## config.mk

```make
export PLATFORM = sky130hd
export DESIGN_NAME = ro_freq_counter
export DESIGN_NICKNAME = d
export VERILOG_FILES = /design/src/rtl/ro_meas_pkg.sv /design/src/rtl/ro_edge_sync.sv /design/src/rtl/ro_freq_counter.sv
export SDC_FILE = /design/constraint.sdc
export NUM_CORES = 1
export LEC_CHECK = 0
export ABC_CLOCK_PERIOD_IN_PS = 2750
export CORE_ASPECT_RATIO = 0.75
export CORE_MARGIN = 4
export CORE_UTILIZATION = 55
export DETAILED_ROUTE_END_ITERATION = 10
export HOLD_SLACK_MARGIN = 0.12
export PLACE_DENSITY = 0.8
export SETUP_SLACK_MARGIN = 0.4
export SKIP_CTS_REPAIR_TIMING = 1
export SYNTH_ARGS = -nofsm -noshare
export SYNTH_HDL_FRONTEND = slang
export SYNTH_SLANG_ARGS = --single-unit
```

## constraint.sdc

```tcl
create_clock -name wb_clk_i -period 2.75 [get_ports wb_clk_i]
set_input_delay 0.275 -clock wb_clk_i [delete_from_list [all_inputs] [get_ports wb_clk_i]]
set_output_delay 0.275 -clock wb_clk_i [all_outputs]
set_load 0.02 [all_outputs]
```

## src/rtl/ro_meas_pkg.sv

```systemverilog
// Shared definitions for the ring-oscillator frequency counter: FSM states,
// register map offsets, reset constants and STATUS/CTRL bit positions.
package ro_meas_pkg;

  typedef enum logic [1:0] {
    ST_IDLE  = 2'd0,
    ST_ARM   = 2'd1,
    ST_COUNT = 2'd2,
    ST_DONE  = 2'd3
  } meas_state_t;

  // Decoded address window is 256 bytes; only the first four words are mapped.
  localparam int ADDR_WIN_W = 8;

  localparam logic [7:0] OFF_CTRL   = 8'h00;
  localparam logic [7:0] OFF_GATE   = 8'h04;
  localparam logic [7:0] OFF_COUNT  = 8'h08;
  localparam logic [7:0] OFF_STATUS = 8'h0C;

  localparam logic [31:0] GATE_RST = 32'd1000;

  localparam int CTRL_START = 0;
  localparam int CTRL_CONT  = 1;

  localparam int STAT_BUSY = 0;
  localparam int STAT_DONE = 1;
  localparam int STAT_OVF  = 2;

  function automatic logic state_is_busy(input meas_state_t st);
    return (st == ST_ARM) || (st == ST_COUNT);
  endfunction

endpackage

```

## src/rtl/ro_edge_sync.sv

```systemverilog
// Two-flop synchroniser for an asynchronous oscillator tap followed by an edge
// register; rise is high for one cycle per synchronised rising edge.
module ro_edge_sync (
  input  logic clk,
  input  logic rst_n,
  input  logic async_in,
  output logic rise
);

  // [0],[1] form the synchroniser, [2] holds the previous synchronised value.
  logic [2:0] sync_reg;

  always_ff @(posedge clk or negedge rst_n) begin
    if (!rst_n) begin
      sync_reg <= '0;
    end else begin
      sync_reg <= {sync_reg[1:0], async_in};
    end
  end

  assign rise = sync_reg[1] & ~sync_reg[2];

endmodule

```

## src/rtl/ro_freq_counter.sv

```systemverilog
// Gated rising-edge counter for a ring-oscillator tap with a Wishbone classic
// register interface (CTRL, GATE, COUNT, STATUS).
module ro_freq_counter
  import ro_meas_pkg::*;
#(
  parameter logic [31:0] BASE_ADDR = 32'h3000_0000,
  parameter int          CNT_W     = 32,
  // The gate may be made wider than the edge counter so that a narrow counter
  // can still be driven into saturation.
  parameter int          GATE_W    = CNT_W
) (
  input  logic        wb_clk_i,
  input  logic        wb_rst_ni,
  input  logic        ro_i,
  input  logic        wbs_cyc_i,
  input  logic        wbs_stb_i,
  input  logic        wbs_we_i,
  input  logic [31:0] wbs_adr_i,
  input  logic [31:0] wbs_dat_i,
  input  logic [3:0]  wbs_sel_i,
  output logic        wbs_ack_o,
  output logic [31:0] wbs_dat_o,
  output logic        busy_o,
  output logic        done_o
);

  localparam logic [31:0] GATE_RST_VAL = GATE_RST;

  meas_state_t       state_reg, state_next;
  logic              ack_reg;
  logic [31:0]       dat_reg;
  logic              cont_reg;
  logic [GATE_W-1:0] gate_reg;
  logic [GATE_W-1:0] gate_cnt_reg;
  logic [CNT_W-1:0]  edge_cnt_reg;
  logic [CNT_W-1:0]  count_reg;
  logic              done_reg, done_next;
  logic              ovf_reg, ovf_next;

  logic              ro_edge;
  logic              addr_hit;
  logic [7:0]        offset;
  logic              bus_req;
  logic              wr_req;
  logic              rd_req;
  logic              wr_ctrl_b0;
  logic              wr_gate;
  logic              wr_status_b0;
  logic              start_accept;
  logic              clr_done;
  logic              clr_ovf;
  logic              busy;
  logic              load_window;
  logic              edge_sat;
  logic [31:0]       gate_wide;
  logic [31:0]       gate_merged;
  logic [31:0]       rd_data;

  ro_edge_sync u_edge_sync (
    .clk      (wb_clk_i),
    .rst_n    (wb_rst_ni),
    .async_in (ro_i),
    .rise     (ro_edge)
  );

  // Bus decode: ack_reg masks the request so a held strobe never sees two acks in a row.
  assign addr_hit = (wbs_adr_i[31:ADDR_WIN_W] == BASE_ADDR[31:ADDR_WIN_W]);
  assign offset   = wbs_adr_i[7:0];
  assign bus_req  = wbs_cyc_i & wbs_stb_i & addr_hit & ~ack_reg;
  assign wr_req   = bus_req & wbs_we_i;
  assign rd_req   = bus_req & ~wbs_we_i;

  assign wr_ctrl_b0   = wr_req && (offset == OFF_CTRL) && wbs_sel_i[0];
  assign wr_gate      = wr_req && (offset == OFF_GATE);
  assign wr_status_b0 = wr_req && (offset == OFF_STATUS) && wbs_sel_i[0];

  assign busy         = state_is_busy(state_reg);
  assign start_accept = wr_ctrl_b0 && wbs_dat_i[CTRL_START] && !busy;
  assign clr_done     = wr_status_b0 && wbs_dat_i[STAT_DONE];
  assign clr_ovf      = wr_status_b0 && wbs_dat_i[STAT_OVF];
  assign edge_sat     = (edge_cnt_reg == {CNT_W{1'b1}});

  assign gate_wide = 32'(gate_reg);

  genvar gi;
  generate
    for (gi = 0; gi < 4; gi++) begin : g_gate_lane
      assign gate_merged[8*gi +: 8] = wbs_sel_i[gi] ? wbs_dat_i[8*gi +: 8]
                                                    : gate_wide[8*gi +: 8];
    end
  endgenerate

  always_comb begin
    rd_data = '0;
    case (offset)
      OFF_CTRL:   rd_data[CTRL_CONT] = cont_reg;
      OFF_GATE:   rd_data = gate_wide;
      OFF_COUNT:  rd_data = 32'(count_reg);
      OFF_STATUS: begin
        rd_data[STAT_BUSY] = busy;
        rd_data[STAT_DONE] = done_reg;
        rd_data[STAT_OVF]  = ovf_reg;
      end
      default:    rd_data = '0;
    endcase
  end

  // A zero-length gate skips ARM/COUNT and produces an immediate zero result.
  always_comb begin
    state_next  = state_reg;
    load_window = 1'b0;
    case (state_reg)
      ST_IDLE: begin
        if (start_accept) begin
          load_window = 1'b1;
          state_next  = (gate_reg == '0) ? ST_DONE : ST_ARM;
        end
      end
      ST_ARM: begin
        state_next = ST_COUNT;
      end
      ST_COUNT: begin
        if (gate_cnt_reg == GATE_W'(1)) begin
          state_next = ST_DONE;
        end
      end
      ST_DONE: begin
        if (cont_reg || start_accept) begin
          load_window = 1'b1;
          state_next  = (gate_reg == '0) ? ST_DONE : ST_ARM;
        end else begin
          state_next = ST_IDLE;
        end
      end
      default: state_next = ST_IDLE;
    endcase
  end

  // done is a level that a new window (ARM) or a W1C clears; a fresh result wins.
  always_comb begin
    done_next = done_reg;
    if (clr_done || (state_reg == ST_ARM)) begin
      done_next = 1'b0;
    end
    if (state_reg == ST_DONE) begin
      done_next = 1'b1;
    end
  end

  always_comb begin
    ovf_next = ovf_reg;
    if (clr_ovf) begin
      ovf_next = 1'b0;
    end
    if ((state_reg == ST_COUNT) && ro_edge && edge_sat) begin
      ovf_next = 1'b1;
    end
  end

  always_ff @(posedge wb_clk_i or negedge wb_rst_ni) begin
    if (!wb_rst_ni) begin
      state_reg    <= ST_IDLE;
      ack_reg      <= 1'b0;
      dat_reg      <= '0;
      cont_reg     <= 1'b0;
      gate_reg     <= GATE_RST_VAL[GATE_W-1:0];
      gate_cnt_reg <= '0;
      edge_cnt_reg <= '0;
      count_reg    <= '0;
      done_reg     <= 1'b0;
      ovf_reg      <= 1'b0;
    end else begin
      state_reg <= state_next;
      ack_reg   <= bus_req;
      dat_reg   <= rd_req ? rd_data : '0;
      done_reg  <= done_next;
      ovf_reg   <= ovf_next;

      if (wr_ctrl_b0) begin
        cont_reg <= wbs_dat_i[CTRL_CONT];
      end
      if (wr_gate) begin
        gate_reg <= gate_merged[GATE_W-1:0];
      end

      if (load_window) begin
        edge_cnt_reg <= '0;
        gate_cnt_reg <= gate_reg;
      end else if (state_reg == ST_COUNT) begin
        gate_cnt_reg <= gate_cnt_reg - GATE_W'(1);
        if (ro_edge && !edge_sat) begin
          edge_cnt_reg <= edge_cnt_reg + CNT_W'(1);
        end
      end

      if (state_reg == ST_DONE) begin
        count_reg <= edge_cnt_reg;
      end
    end
  end

  assign wbs_ack_o = ack_reg;
  assign wbs_dat_o = dat_reg;
  assign busy_o    = busy;
  assign done_o    = done_reg;

endmodule

```

# Word-level counts from Yosys, hierarchy flattened
# Cells that the tools add are included.
[classes]
reduce_logical = 30
n_bitwise = 9
eq_ne = 11
mux = 22
n_addsub = 2
[ops]
columns = ["cell", "count"]
rows = [
  ["32-bit 2-to-1 mux", 6],
  ["29-bit case mux with 2 select lines", 1],
  ["32-bit by 1-bit adder with 32-bit output (second input constant)", 1],
  ["32-bit by 1-bit equality test with 1-bit output (second input constant)", 1],
  ["32-bit equality test (second input constant)", 1],
  ["32-bit zero test", 1],
  ["32-bit by 1-bit subtractor with 32-bit output (second input constant)", 1],
  ["24-bit by 22-bit equality test with 1-bit output (second input constant)", 1],
  ["8-bit by 4-bit equality test with 1-bit output (second input constant)", 2],
  ["1-bit logical AND", 12],
  ["2-bit AND reduction", 6],
  ["8-bit by 3-bit equality test with 1-bit output (second input constant)", 1],
  ["8-bit zero test", 1],
  ["2-bit 2-to-1 mux", 4],
  ["2-bit case mux with 4 select lines", 1],
  ["2-bit nonzero test", 4],
  ["1-bit bitwise AND", 6],
  ["1-bit 2-to-1 mux", 6],
  ["1-bit case mux with 3 select lines", 2],
  ["2-bit equality test (second input constant)", 2],
  ["1-bit case mux with 4 select lines", 1],
  ["1-bit logical OR", 3],
  ["1-bit inverter", 3],
  ["2-bit by 1-bit equality test with 1-bit output (second input constant)", 1],
  ["other kinds (5)", 6],
]
[word_totals]
ff_bits = 169
input_bits = 74
out_inout_bits = 35
elab_cells = 88

# Depth between registers and ports, before layout
# Gate-level depths: netlist of run 1.
[logic_depth]
depth_word = 13
mapped_depth = 10
depth_no_buf = 7

# Cells and area by module
# Synthesis of run 1 repeated with hierarchy kept, for this count alone.
[hier_totals]
hier_cells = 695
hier_area_um2 = 8209.1
[modules_own_cells]
columns = ["mod", "cells_each", "n_inst", "area_each_um2", "seq_area_each_um2"]
rows = [
  ["ro_freq_counter", 691, 1, 8120.3, 4161.5],
  ["ro_edge_sync", 4, 1, 88.8, 75.1],
]

# Worst setup path before layout of run 1
# OpenSTA, ideal clock, no wires.
[synth_timing]
path_type = "register -> register"
from = "register state_reg[0]"
to = "register gate_cnt_reg[19]"
path_stages_with_launch = 10
synth_period_minus_slack_ns = 2.378
t_required_ns = 2.623
setup_time_ns = 0.127
t_arrival_ns = 2.251
n_path_buf = 2
setup_slack_ns = 0.372
cell_sequence = "dfrtp_1 -> inv_1 -> ha_1 -> buf_4 -> nor4b_1 -> and2_1 -> clkbuf_1 -> nand4b_1 -> xnor2_1 -> mux2_1"
[synth_via]
elab_chain_len = 8
word_cells_on_any_way = 13
cone_classes = "3 x eq/ne; 4 x mux; 6 x reduce/logical"
[synth_rtl]
columns = ["element", "line_no", "text"]
rows = [
  ["from (decl)", "ro_freq_counter.sv:29", "meas_state_t state_reg, state_next;"],
  ["from (signal assigned)", "ro_freq_counter.sv:173", "state_reg <= state_next;"],
  ["2-bit by 1-bit equality test with 1-bit output or 2-bit equality test (tied branches)", "ro_meas_pkg.sv:30, ro_freq_counter.sv:189", ""],
  ["1-bit logical OR", "ro_meas_pkg.sv:30", "return (st == ST_ARM) || (st == ST_COUNT);"],
  ["1-bit zero test", "ro_freq_counter.sv:78", "assign start_accept = wr_ctrl_b0 && wbs_dat_i[CTRL_START] && !busy;"],
  ["1-bit logical AND", "ro_freq_counter.sv:78", ""],
  ["1-bit logical OR", "ro_freq_counter.sv:128", "if (cont_reg || start_accept) begin"],
  ["1-bit 2-to-1 mux", "ro_freq_counter.sv:128", ""],
  ["1-bit case mux with 2 select lines", "ro_freq_counter.sv:112", "case (state_reg)"],
  ["32-bit 2-to-1 mux or 2-bit nonzero test (tied branches)", "--", ""],
  ["to (signal assigned)", "ro_freq_counter.sv:188", "gate_cnt_reg <= gate_reg;"],
  ["to (signal assigned)", "ro_freq_counter.sv:190", "gate_cnt_reg <= gate_cnt_reg - GATE_W'(1);"],
  ["to (decl)", "ro_freq_counter.sv:34", "logic [GATE_W-1:0] gate_cnt_reg;"],
]
# Parallel ways exist; a longest one is shown, timed or not.
# A chain may end at the register's enable or synchronous reset.

# Worst setup path after layout of run 1
[layout_timing]
from = "register state_reg[0]"
to = "register edge_cnt_reg[26]"
[layout_via]
elab_chain_len = 9
word_cells_on_any_way = 15
cone_classes = "3 x eq/ne; 4 x mux; 8 x reduce/logical"
[layout_rtl]
columns = ["element", "line_no", "text"]
rows = [
  ["2-bit by 1-bit equality test with 1-bit output or 2-bit equality test (tied branches)", "ro_meas_pkg.sv:30, ro_freq_counter.sv:189", ""],
  ["1-bit logical OR", "ro_meas_pkg.sv:30", ""],
  ["1-bit zero test", "ro_freq_counter.sv:78", ""],
  ["1-bit logical AND", "ro_freq_counter.sv:78", ""],
  ["1-bit logical OR", "ro_freq_counter.sv:128", ""],
  ["1-bit 2-to-1 mux", "ro_freq_counter.sv:128", ""],
  ["1-bit case mux with 2 select lines", "ro_freq_counter.sv:112", ""],
  ["2-bit nonzero test (no source line)", "--", ""],
  ["2-bit AND reduction (no source line)", "--", ""],
  ["to (signal assigned)", "ro_freq_counter.sv:192", "edge_cnt_reg <= edge_cnt_reg + CNT_W'(1);"],
  ["to (decl)", "ro_freq_counter.sv:35", "logic [CNT_W-1:0] edge_cnt_reg;"],
]
# Parallel ways exist; a longest one is shown, timed or not.

==> results of run 1 <==
Yosys cell counts, types with 3 or more instances:
| cell | instances | share of area [%] |
|---|---|---|
| dfrtp_1 | 163 | 51 |
| mux2_2 | 73 | 10 |
| nor2_1 | 66 | 3.1 |
| xnor2_1 | 36 | 3.9 |
| a22oi_1 | 31 | 2.9 |
| clkbuf_1 | 26 | 1.2 |
| nand2_1 | 25 | 1.2 |
| nand3_1 | 25 | 1.5 |
| nor4_1 | 24 | 1.9 |
| a21oi_1 | 22 | 1.4 |
| o21ai_0 | 22 | 1.4 |
| nand4_1 | 17 | 1.3 |
| mux2_1 | 16 | 2.2 |
| nor3_1 | 16 | 0.99 |
| or4_1 | 13 | 1.2 |
| inv_1 | 12 | 0.56 |
| o31ai_1 | 11 | 1.0 |
| ha_1 | 8 | 1.2 |
| o21ai_1 | 8 | 0.50 |
| or3_1 | 8 | 0.62 |
| buf_2 | 7 | 0.43 |
| nand4b_1 | 7 | 0.76 |
| and3_1 | 6 | 0.46 |
| and4_1 | 6 | 0.65 |
| dfstp_2 | 6 | 2.0 |
| a211oi_1 | 3 | 0.28 |
| a31oi_1 | 3 | 0.23 |
| and2_1 | 3 | 0.23 |
| nand3b_1 | 3 | 0.28 |
| nor2b_1 | 3 | 0.23 |
| nor4_2 | 3 | 0.46 |
| nor4bb_1 | 3 | 0.37 |
| or4_4 | 3 | 0.42 |
| xor2_1 | 3 | 0.33 |
routing by layer:
layer / vias to the layer above / part of all wire, %
met4: 0 / 3.7
met3: 85 / 10
met1: 3373 / 40
li1: 2934 / -
met2: 441 / 46
met5: - / 0
power groups by stage:
stage | clock [mW] | sequential (mW) | combinational (mW)
finish | 2.33 | 2.49 | 0.200
global route | 2.47 | 2.49 | 0.218
CTS | 2.36 | 2.49 | 0.200
detailed placement | 0 | 2.54 | 0.198
global placement | 0 | 2.54 | 0.194
floorplan | 0 | 2.54 | 0.0217
final cells by class:
type | instances | area [sq um] | share of cell area, %
clock buffers | 20 | 457 | 4.32
clock inverters | 12 | 119 | 1.12
inverters | 12 | 45.0 | 0.426
multi-input cells | 498 | 3930 | 37.2
flip-flops and latches | 169 | 4240 | 40.1
well taps | 200 | 250 | 2.37
repair buffers | 154 | 1530 | 14.5
worst register-to-register path, delay by kind of cell, from the launching register on:
kind / cells / cell delay, ns
xor gates and xnor gates: 1 / 0.17
adders and majority gates: 1 / 0.17
buffers and inverters: 2 / 0.33
DFF: 1 / 0.41
and+or+nand+nor: 4 / 1.25
kinds of logic (layout without fill, tap and decap cells):
group                      after synthesis  count (layout)
adders and majority gates                8               8
DFF                                    169             169
xor gates and xnor gates                39              39
muxes                                   91              91
buffers and inverters                   50             198
and+or+nand+nor                        244             244
AOI/OAI and AO/OA                      114             116
worst paths after layout:
| path | from | endpoint | slack (ns) | cells past startpoint |
|---|---|---|---|---|
| worst max-delay path | state_reg[0]$_DFFE_PN0P_ | edge_cnt_reg[26]$_DFFE_PN0P_ | 0.31 | 8 |
| worst min-delay path | ro_i | u_edge_sync.sync_reg[0]$_DFF_PN0_ | 0.32 | 1 |
| worst max register to register | state_reg[0]$_DFFE_PN0P_ | edge_cnt_reg[26]$_DFFE_PN0P_ | 0.31 | 8 |
| worst min register to register | u_edge_sync.sync_reg[0]$_DFF_PN0_ | u_edge_sync.sync_reg[1]$_DFF_PN0_ | 0.37 | 0 |
| max in group asynchronous | wb_rst_ni | gate_reg[8]$_DFFE_PN1P_ | 1.55 | 3 |
| min in group asynchronous | wb_rst_ni | gate_reg[4]$_DFFE_PN0P_ | 0.44 | 2 |
==> metrics, run 1 <==
Peak Freq 410 MHz; worst slew pin tran 0.917 ns; first-pass GRT wire length about 35,000 microns; startpoint types flip-flop; Core Region around 14,000 sq um; met2 Track Usage GR 42.0%; Worst slew margin 38.4%; most frequent cells in the layout dfrtp_1 (163), clkdlybuf4s50_1 (107), mux2_2 (73); die area 16,700 sq um; antenna violations before repair 0; asr flop ratio synth 100%; Worst-path clk slew 0.07 ns; WS Path Type flip-flop to flip-flop; detailed-route via count slightly below 7,000; CTS tree yes; post-synthesis cell type count 62; Tot Pwr 5.02 mW; drt total wl 23,900 microns; Netlist Area Pre-Place 8070 sq um; Switching Share 22.3%; fin util 73.4%; Synth Instances 715; worst min path class input pin to flip-flop; Peak VDD IR around 0.45 mV; main combinational cell family by area after synthesis simple AND/OR/NAND/NOR gates; Switch Pwr 1.12 mW; Synth Area in Compound Gates 9.50%; share of cells above drive strength 1 26.1%; IO Pins 109; Synth Register Bits 169; syn nets roughly 800; Logic pwr share under 10%; GRT Total Usage 26.6%; sequential share of the synthesized area a little over half; area grow syn2layout 30.9%; Primary FF master, synth dfrtp_1; Die Ht 113 microns; TNS Setup 0 ns; Final Hold Viols 0; nets 934; status finished clean; CTS Buffer Depth 2; min Tclk post-route 2.44 ns; slack of the critical path 0.310 ns; slowest stage delay, CP about 0.6 ns; die width 148 microns; final worst-path cycle share about nine tenths; DR WL/cell 22.5 microns; pre-CTS setup slack 0.0572 ns; mux cell area share after synthesis 12.7%; remaining antenna violation count 0; filler instances 929; maxcap violations 0; pins over their slew limit 0; P per Cell Area 475 nW/um^2; final setup fails 0; most common cell after layout, fill and taps aside dfrtp_1; H-Tree Depth 4; Post-synth EDFFs 0; non-filler cells, final 1,065; critical-path cell list inv_2, ha_1, nand3b_1, or4_4, buf_4, nor4_2, xnor2_1, nor2_1; Final HPWL DP 15,000 microns; delay-heaviest family, CP simple AND/OR/NAND/NOR gates; synthesis warning total 0; Initial DRC Count ~840; Clock Skews a little over 0.01 ns; WP data required 3.08 ns; worst path bufs/invs 2; Clk pwr share a little under half; Int Power approximately 3.9 mW; buffers added on ports 108; WP data arrival 2.77 ns; DR DRC count 0; vias per cell 6.42; Clock Sinks 169; Syn Area/Cell around 11 sq um; CP max stage cell or4_4; RePlAce Congestion a little under 0.9; crit path capture type flip-flop; routing usage on met3 7.81%; Row Count 38; CTS root buffer clkbuf_16; initial core utilization a little under three fifths; adder-cell share of the synthesized area between 1 and 1.5%; placed cell areas around 9500 sq um; GRT Max-Usage Layer met2; total grt overflow 0; placed cell count between 1,000 and 1,500; vias in the first global route 6,523; Reg power frac between 40% and 50%; Clock Latency Late Sink 0.43 ns; Post-Synth Simple-Gate Area 17.2%; RSZ-0062 raised after global routing yes; CP max FO 10; grt met1 use 36.7%; ANT cells 0; Lkg Pwr 4.20 nW; pin count of the biggest net entering global routing 79; hold slack 0.318 ns; drt first pass iters 8; CTS Buf Count 17; Post-Synth XOR/XNOR Area 4.23%; design area 10,600 sq um
No activity file was read; power rests on OpenSTA's default activity.
==> run 2, diff against run 1 <==
CORE_UTILIZATION = 57   (was 55)
CTS_BUF_LIST = sky130_fd_sc_hd__clkbuf_2   (was not set)
PLACE_DENSITY = 0.82   (was 0.8)
==> metrics, run 2 (synthesis results as in run 1) <==
status finished clean; area grow syn2layout 27.5%; CTS root buffer clkbuf_2; CP max FO 22 (+12); Row Count 37 (-2.6%); Peak VDD IR 0.336 mV (-25%); worst slew pin tran 0.777 ns (-0.139 ns); nets 957 (+2.5%); RSZ-0062 raised after global routing yes; antenna violations before repair 1 (+1); vias per cell 6.44 (+0.33%); Final Hold Viols 0 (unchanged); first-pass GRT wire length 35,200 microns (-0.18%); die area 16,200 sq um (-3.3%); IO Pins 109 (unchanged); Clock Latency Late Sink 0.77 ns (+0.34 ns); detailed-route via count 6,843 (+0.15%); non-filler cells, final 1,063 (-0.19%); final setup fails 0 (unchanged); most common cell after layout, fill and taps aside dfrtp_1; H-Tree Depth 4 (unchanged); min Tclk post-route 2.45 ns (+0.00552 ns); Clock Sinks 169 (unchanged); Peak Freq 409 MHz (-0.23%); pin count of the biggest net entering global routing 66 (-16%); Initial DRC Count 846 (+0.59%); Worst slew margin 47.7% (+9.3 points); most frequent cells in the layout dfrtp_1 (163), clkdlybuf4s50_1 (106), mux2_2 (73); CTS Buf Count 17 (unchanged); Lkg Pwr 4.13 nW (-1.6%); WS Path Type flip-flop to flip-flop; remaining antenna violation count 0 (unchanged); Clock Skews 0.0304 ns (+0.0201 ns); DR WL/cell 22.2 microns (-1.3%); final worst-path cycle share 88.9% (+0.20 points); WP data required 3.42 ns (+0.34 ns); pre-CTS setup slack -0.164 ns (-0.221 ns); Tot Pwr 4.19 mW (-17%); slack of the critical path 0.304 ns (-0.00552 ns); ANT cells 0 (unchanged); share of cells above drive strength 1 22.1% (-4.1 points); CTS Buffer Depth 2 (unchanged); CTS tree yes; Final HPWL DP 15,500 microns (+3.2%); pins over their slew limit 0 (unchanged); placed cell count 983 (-2.5%); vias in the first global route 6,551 (+0.43%); WP data arrival 3.11 ns (+0.34 ns); crit path capture type flip-flop; worst min path class input pin to flip-flop; GRT Total Usage 27.4% (+0.75 points); Worst-path clk slew 0.23 ns (+0.16 ns); initial core utilization 58.5% (+2.5 points); buffers added on ports 108 (unchanged); Die Ht 111 microns (-1.6%); maxcap violations 0 (unchanged); drt first pass iters 5 (-3); startpoint types flip-flop; total grt overflow 0 (unchanged); hold slack 0.154 ns (-0.163 ns); drt total wl 23,600 microns (-1.5%); Core Region 13,800 sq um (-4.2%); die width 145 microns (-1.7%); RePlAce Congestion 0.908 (+1.4%); DR DRC count 0 (unchanged); P per Cell Area 407 nW/um^2 (-14%)
## run 2: path summary, 6_finish.rpt
check / from / to / slack [ns] / cells past startpoint
worst max-delay path: state_reg[0]$_DFFE_PN0P_ / gate_cnt_reg[10]$_DFFE_PN0P_ / 0.30 / 9
worst min-delay path: wbs_dat_i[7] / gate_reg[7]$_DFFE_PN1P_ / 0.15 / 2
worst max register to register: state_reg[0]$_DFFE_PN0P_ / gate_cnt_reg[10]$_DFFE_PN0P_ / 0.30 / 9
worst min register to register: u_edge_sync.sync_reg[0]$_DFF_PN0_ / u_edge_sync.sync_reg[1]$_DFF_PN0_ / 0.40 / 0
max in group asynchronous: wb_rst_ni / count_reg[17]$_DFFE_PN0P_ / 1.72 / 4
min in group asynchronous: wb_rst_ni / gate_reg[8]$_DFFE_PN1P_ / 0.56 / 3
## run 2: layer usage
layer,GRT usage [%],routed length [microns],up-vias
met3,7.68,2420,89
met5,0,13,-
met2,41.3,10800,433
met4,12.0,933,2
met1,37.4,9420,3341
li1,-,-,2978
## run 2: layout make-up
cell class | count | area, sq um
clock inverters | 15 | 189
multi-input cells | 498 | 3770
repair buffers | 177 | 1750
inverters | 12 | 45.0
clock buffers | 17 | 85.1
fillers | 889 | 3500
well taps | 175 | 219
flip-flops and latches | 169 | 4240
## run 2: power by group
| group | switching, mW | leakage [nW] | internal, mW | total (mW) |
|---|---|---|---|---|
| registers | 0.00175 | 1.94 | 2.49 | 2.50 |
| clock network | 0.929 | 0.162 | 0.532 | 1.46 |
| logic | 0.0957 | 2.03 | 0.140 | 0.236 |
## run 2: metrics by stage
| stage | TNS, ns | area (sq um) | util (%) |
|---|---|---|---|
| after floorplan | 0 | 8080 | - |
| after global placement | -0.282 | 9430 | 68.3 |
| after detailed placement | -3.30 | 9430 | 68.3 |
| after CTS | -0.0297 | 9700 | 70.3 |
| after global routing | 0 | 10300 | 74.6 |
| final | 0 | 10300 | 74.6 |
## run 2: worst max-delay path, stage by stage (launching register included)
cell and delay, ns:
dfrtp_1 0.46, inv_2 0.10, ha_1 0.38, nor3b_1 0.21, nand4b_1 0.17, nor4_2 0.21
buf_4 0.23, nor2_1 0.09, buf_12 0.20, mux2_1 0.33
